--- config.mk ---
export PLATFORM = sky130hd
export DESIGN_NAME = memory_port_arbiter
export DESIGN_NICKNAME = d
export VERILOG_FILES = /design/src/rtl/memory_port_arbiter.sv
export SDC_FILE = /design/constraint.sdc
export NUM_CORES = 1
export LEC_CHECK = 0
export ABC_AREA = 1
export BUFFER_PORTS_ARGS = -buffer_cell sky130_fd_sc_hd__buf_2
export CELL_PAD_IN_SITES_DETAIL_PLACEMENT = 2
export CELL_PAD_IN_SITES_GLOBAL_PLACEMENT = 2
export CORE_ASPECT_RATIO = 1.5
export CORE_MARGIN = 8
export CORE_UTILIZATION = 10
export CTS_BUF_LIST = sky130_fd_sc_hd__clkbuf_8 sky130_fd_sc_hd__clkbuf_16
export CTS_CLUSTER_DIAMETER = 200
export DETAILED_ROUTE_END_ITERATION = 10
export HOLD_SLACK_MARGIN = 0.05
export PLACE_DENSITY_LB_ADDON = 0.1
export SYNTH_ARGS = -nofsm -noshare
export SYNTH_HDL_FRONTEND = slang
export SYNTH_SLANG_ARGS = --single-unit
--- constraint.sdc ---
create_clock -name clk -period 3 [get_ports clk]
set_clock_uncertainty 0.1 [all_clocks]
set_input_delay 0 -clock clk [delete_from_list [all_inputs] [get_ports clk]]
set_output_delay 0 -clock clk [all_outputs]
set_load 0.02 [all_outputs]
--- src/rtl/memory_port_arbiter.sv ---
// memory_port_arbiter
// Shares the single 16-bit memory bus between the instruction prefetcher and
// the execution unit's data port. One transaction is in flight at a time.
// Bus ownership is registered when the request is granted. It is held until
// the bus acknowledges the transaction.
// Data accesses win by fixed priority.
// Optional macro MEM_ARB_FAIRNESS_EN enables a starvation counter. When it
// reaches STARVE_LIMIT, a contested grant goes to instruction fetch instead.
module memory_port_arbiter #(
  parameter int unsigned STARVE_LIMIT = 4
) (
  input  logic        clk,
  input  logic        reset,
  input  logic        instr_m_access,
  output logic        instr_m_ack,
  input  logic [19:1] instr_m_addr,
  output logic [15:0] instr_m_data_in,
  input  logic        data_m_access,
  output logic        data_m_ack,
  input  logic [19:1] data_m_addr,
  output logic [15:0] data_m_data_in,
  input  logic [15:0] data_m_data_out,
  input  logic        data_m_wr_en,
  input  logic [1:0]  data_m_bytesel,
  output logic        q_m_access,
  input  logic        q_m_ack,
  output logic [19:1] q_m_addr,
  input  logic [15:0] q_m_data_in,
  output logic [15:0] q_m_data_out,
  output logic        q_m_wr_en,
  output logic [1:0]  q_m_bytesel,
  output logic        q_owner_data
);

  typedef enum logic [1:0] {
    OWN_NONE  = 2'd0,
    OWN_DATA  = 2'd1,
    OWN_INSTR = 2'd2
  } owner_t;

  owner_t owner_r;
  owner_t owner_next_s;
  logic   instr_win_s;

`ifdef MEM_ARB_FAIRNESS_EN
  localparam logic [2:0] LIMIT_W = 3'(STARVE_LIMIT);

  logic [2:0] starve_cnt_r;

  // Instruction fetch overrides data priority once it has been starved enough
  always_comb begin
    if (instr_m_access && data_m_access && (starve_cnt_r >= LIMIT_W)) begin
      instr_win_s = 1'b1;
    end else begin
      instr_win_s = 1'b0;
    end
  end

  // Count contested data grants (saturating), clear on any instruction grant
  always_ff @(posedge clk or posedge reset) begin
    if (reset) begin
      starve_cnt_r <= 3'd0;
    end else if ((owner_r == OWN_NONE) && (owner_next_s == OWN_INSTR)) begin
      starve_cnt_r <= 3'd0;
    end else if ((owner_r == OWN_NONE) && (owner_next_s == OWN_DATA) &&
                 instr_m_access && (starve_cnt_r != 3'd7)) begin
      starve_cnt_r <= starve_cnt_r + 3'd1;
    end else begin
      starve_cnt_r <= starve_cnt_r;
    end
  end
`else
  logic unused_cfg_s;

  // Strict data priority: instruction fetch never overrides
  always_comb begin
    instr_win_s  = 1'b0;
    unused_cfg_s = (STARVE_LIMIT == 32'd0);
  end
`endif

  // Ownership register; reset abandons any transaction in flight
  always_ff @(posedge clk or posedge reset) begin
    if (reset) begin
      owner_r <= OWN_NONE;
    end else begin
      owner_r <= owner_next_s;
    end
  end

  // Arbitrate in NONE; otherwise hold ownership until the bus acknowledges
  always_comb begin
    owner_next_s = owner_r;
    case (owner_r)
      OWN_NONE: begin
        if (data_m_access && !instr_win_s) begin
          owner_next_s = OWN_DATA;
        end else if (instr_m_access) begin
          owner_next_s = OWN_INSTR;
        end else begin
          owner_next_s = OWN_NONE;
        end
      end
      OWN_DATA, OWN_INSTR: begin
        if (q_m_ack) begin
          owner_next_s = OWN_NONE;
        end else begin
          owner_next_s = owner_r;
        end
      end
      default: owner_next_s = OWN_NONE;
    endcase
  end

  // Bus mux and ack routing, driven by the registered owner
  always_comb begin
    q_m_access      = 1'b0;
    q_m_addr        = 19'd0;
    q_m_data_out    = 16'd0;
    q_m_wr_en       = 1'b0;
    q_m_bytesel     = 2'b00;
    instr_m_ack     = 1'b0;
    data_m_ack      = 1'b0;
    q_owner_data    = 1'b0;
    instr_m_data_in = q_m_data_in;
    data_m_data_in  = q_m_data_in;
    case (owner_r)
      OWN_DATA: begin
        q_m_access   = data_m_access;
        q_m_addr     = data_m_addr;
        q_m_data_out = data_m_data_out;
        q_m_wr_en    = data_m_wr_en;
        q_m_bytesel  = data_m_bytesel;
        data_m_ack   = q_m_ack;
        q_owner_data = 1'b1;
      end
      OWN_INSTR: begin
        q_m_access   = instr_m_access;
        q_m_addr     = instr_m_addr;
        q_m_bytesel  = 2'b11;
        instr_m_ack  = q_m_ack;
      end
      default: begin
        q_m_access = 1'b0;
      end
    endcase
  end

endmodule

-- Word-level counts from Yosys, hierarchy flattened
Index checks and enable logic that the tools add are counted.
- output and inout bits: 74
- logic and storage cells: 18
- bits in writable memories: 0
- memories kept: 0
- bits in registers: 2
- bits in latches: 0
- input bits: 78
- bits in read-only memories: 0
- bitwise logic cells: 0
- multiplexer cells: 12
- equality and inequality tests: 3
- $lt $le $gt $ge: 0
- shift-type cells: 0
- multipliers: 0
- reduce and logical (&&, ||, !) cells: 2
- div/mod/pow operators: 0
- add/subtract/negate cells: 0
- operator list (cell ; number):
    $pmux 19 s2 ; 1
    $mux 16 ; 1
    $pmux 2 s2 ; 2
    $mux 2 ; 3
    $mux 1 ; 4
    $eq 2x1->1 const B ; 1
    $eq 2x2->1 const B ; 1
    $logic_not 2->1 ; 1
    $ne 2x2->1 const B ; 1
    $pmux 1 s2 ; 1
    $reduce_or 2->1 ; 1

-- Logic depth before layout (Yosys ltp)
- word-level depth: 3
- mapped depth: 6
- mapped depth without buffers: 6

-- Least setup slack after synthesis
Ideal clock, no wire load.
- kind: register to output
- start: register owner_r[1]
- end: output q_m_addr[1] in the netlist's numbering
- setup slack: 1491 ps
- required time: 2900 ps
- path buffers: 1
- stages on the path, launching flop included: 6
- arrival: 1409 ps
- cells stage by stage: dfrtp_1 > inv_1 > ha_1 > buf_2 > nand2_1 > a21oi_1
- word-level cells in the longest chain between the ends: 2
- elaborated cells between the ends (all ways): 3
- ends and longest elaborated chain (what ; line ; RTL):
    start: declaration ; 41 ; owner_t owner_r;
    start signal: assignment ; 87 ; owner_r <= owner_next_s;
    $eq 2x2->1 or $eq 2x1->1 (tied branches) ; 127 ; case (owner_r)
    $pmux 19 s2 * ; 127 ;
    end: declaration ; 27 ; output logic [19:1] q_m_addr,
Every way passes the cells marked *; elsewhere a longest branch is shown, timed or not.

-- Worst setup path after layout
- start: register owner_r[0]
- end: output q_m_bytesel[0]
- word-level cells in the longest chain between the ends: 2
- elaborated cells between the ends (all ways): 3
- ends and longest elaborated chain (what ; line ; RTL):
    $eq 2x2->1 or $eq 2x1->1 (tied branches) ; 127 ;
    $pmux 2 s2 * ; 127 ;
    end: declaration ; 31 ; output logic [1:0] q_m_bytesel,
Marked as above.

==> flow_metrics.py <==
metrics = {
    "worst_setup_path": {
        "critical-path-top-delay-family": "adder cells",
        "r2r_setup_slack_ps": 1250,
        "crit_end": "q_m_bytesel[0]",
        "cp_common_cell": "inv_1",
        "r2r_end": "owner_r[0]",
        "rr_startpoint": "owner_r[0]",
        "critical_path_cell_count": 5,
        "crit_start": "owner_r[0]",
        "critical_path_buf_inv_count": 3,
        "cp_slowest_cell": "ha_1",
        "cp.required_ps": 2900,
        "r2r_cells": 6,
        "cp-start-kind": "register",
        "cp_data_arrival_time_ps": 1940,
        "worstPathCellList": "inv_1, ha_1, inv_1, a21oi_1, buf_2",
        "critPathKind": "reg2out",
        "endpoint_kind": "output pin",
        "cpPeakStageDelay_ps": 720,
        "critical_path.max_fanout": 22,
    },
    "sta": {
        "whs_ps": 80.2,
        "fmax_mhz": 489,
        "rsz0062_at_grt": "no",
        "slew_headroom": 0.431,
        "tns_ps": 0,
        "worst_slack_ps": 956,
        "worst_pin_slew_ps": 854,
        "fin_crit_sh": 0.681,
        "period_minus_slack_ps": 2040,
        "final_max_slew_viol_count": 0,
        "final_hold_viol_count": 0,
        "finalSetupViolations": 0,
    },
    "cells_and_area": {
        "stdcell_area_um2": 1500,
        "instances_no_fill": 357,
        "largest_registers": "owner_r: 2 flops",
        "largest_register_ffs": 2,
        "final_cell_mix": "buf_2, nand2_1, inv_1, a21oi_1, dlygate4sd3_1",
        "layout_commonest_cell": "buf_2",
        "postLayoutCoreUtil": 0.182,
        "antenna_cells": 0,
        "largest-register": "owner_r",
        "areaGrowthSynthToFinish_pct": 79.0,
        "nNetsFinal": 333,
        "drive_above_1_share": 0.428,
    },
    "placement": {
        "dp.cells": 333,
        "place_area_um2": 1210,
        "place_congestion": 0.660,
        "hpwl_mm": 4.04,
        "dp_worst_setup_slack_ps": 1090,
        "portBuffers": 103,
    },
    "run_status": {
        "status": "complete, no violations",
    },
    "pwr": {
        "p_per_area_nw_per_um2": 770,
        "p_total_mw": 1.16,
        "ir_worst_vdd_mv": 0.231,
        "p_leak_nw": 0.947,
    },
    "synth": {
        "netlist_instances": 162,
        "synth_area_per_cell_um2": 5.17,
        "ys_ff_latch": 2,
        "synth-seq-area-share": 0.0597,
        "ys_warn_count": 0,
        "synth_nets": 243,
        "syn_area_um2": 838,
        "synth_cell_types": 9,
    },
    "floorplanning": {
        "coreArea_um2": 8260,
        "die_x_um": 90.8,
        "initial_core_util": 0.101,
        "rows": 41,
        "fp.dieH_um": 128,
        "io_pins": 152,
        "die-area_um2": 11600,
    },
    "global_route": {
        "grt_use_total": 0.0861,
        "grt_overflow": 0,
        "antenna_found_initial": 0,
        "grt_pass1_vias": 1481,
        "grt_pass1_wl_mm": 8.06,
        "grt_max_degree": 32,
    },
    "detailed_routing": {
        "drc": 0,
        "ant_nets": 0,
        "drt-vias-per-instance": 3.64,
        "wl_per_cell_um": 14.5,
        "first_iter_violations": 12,
        "drt_pre_antenna_iters": 2,
        "vias": 1300,
        "wl_mm": 5.19,
    },
    "cts": {
        "clk_latency_ps": 220,
        "cts.clk_slew.worst_paths_ps": 30,
        "clockBufferDepth": 2,
        "ctsResizeCount": 0,
        "cts_num_sinks": 2,
        "cts_tree": "done",
        "ctsHoldBuffers": 21,
        "htree_levels": 1,
        "cts_made_buffers": 3,
        "cts_setup_buffers": 0,
        "root_buffer": "clkbuf_16",
    },
    "flow_run": {
        "cap_violations": 0,
    },
    "hold_path": {
        "hp-class": "in2async",
    },
}
## cells in the mapped netlist
cell type   n  area (um2)
a21oi_1    22         110
buf_2       8        40.0
buf_4      32         240
dfrtp_1     2        50.1
ha_1        3        37.5
inv_1      25        93.8
nand2_1    66         248
nand3_1     3        15.0
nor2_1      1        3.75
## worst reg2reg max path: stages, from the launching register on
cell	delay [ps]
dfrtp_1	370
inv_1	80
ha_1	340
nand2_1	90
nand3_1	70
nand2_1	40
dlygate4sd3_1	550
## final cells by class
| type | instances | area, um2 |
|---|---|---|
| tap | 107 | 134 |
| timing repair buffer | 125 | 733 |
| clock buffer | 3 | 75.1 |
| inverter | 25 | 93.8 |
| fill | 1035 | 6760 |
| multi-input combinational | 95 | 414 |
| sequential | 2 | 50.0 |
## layer usage
metal	vias to the layer above	share of wire	routed length (um)	track usage
met1	574	0.36	1880	0.0870
met5	-	0	0	0
met2	100	0.51	2630	0.162
met4	0	0.0056	29	0.0177
met3	2	0.13	652	0.0328
li1	624	-	-	-
## power breakdown
part / internal [mW] / switching (mW) / leakage (nW) / total [mW]
clock: 0.170 / 0.0313 / 0.0370 / 0.201
combinational: 0.271 / 0.635 / 0.884 / 0.906
sequential: 0.0381 / 0.00966 / 0.0261 / 0.0478
## kinds of logic (layout without fill, tap and decap cells)
family / count (synthesis) / after routing / synth area share
simple gates: 70 / 70 / 0.318
compound gates: 22 / 22 / 0.131
flops: 2 / 2 / 0.0597
fa+ha+maj: 3 / 3 / 0.0448
buf+inv: 65 / 153 / 0.446
## worst min-delay path by stage
| stage | start | end | depth (start not counted) |
|---|---|---|---|
| finish | reset | owner_r[1] | 3 |
| global route | reset | owner_r[1] | 3 |
| CTS | reset | owner_r[1] | 3 |
| detailed placement | reset | owner_r[0] | 2 |
| global placement | reset | owner_r[0] | 2 |
| floorplan | reset | owner_r[0] | 1 |
(Power assumes the default switching activity.)
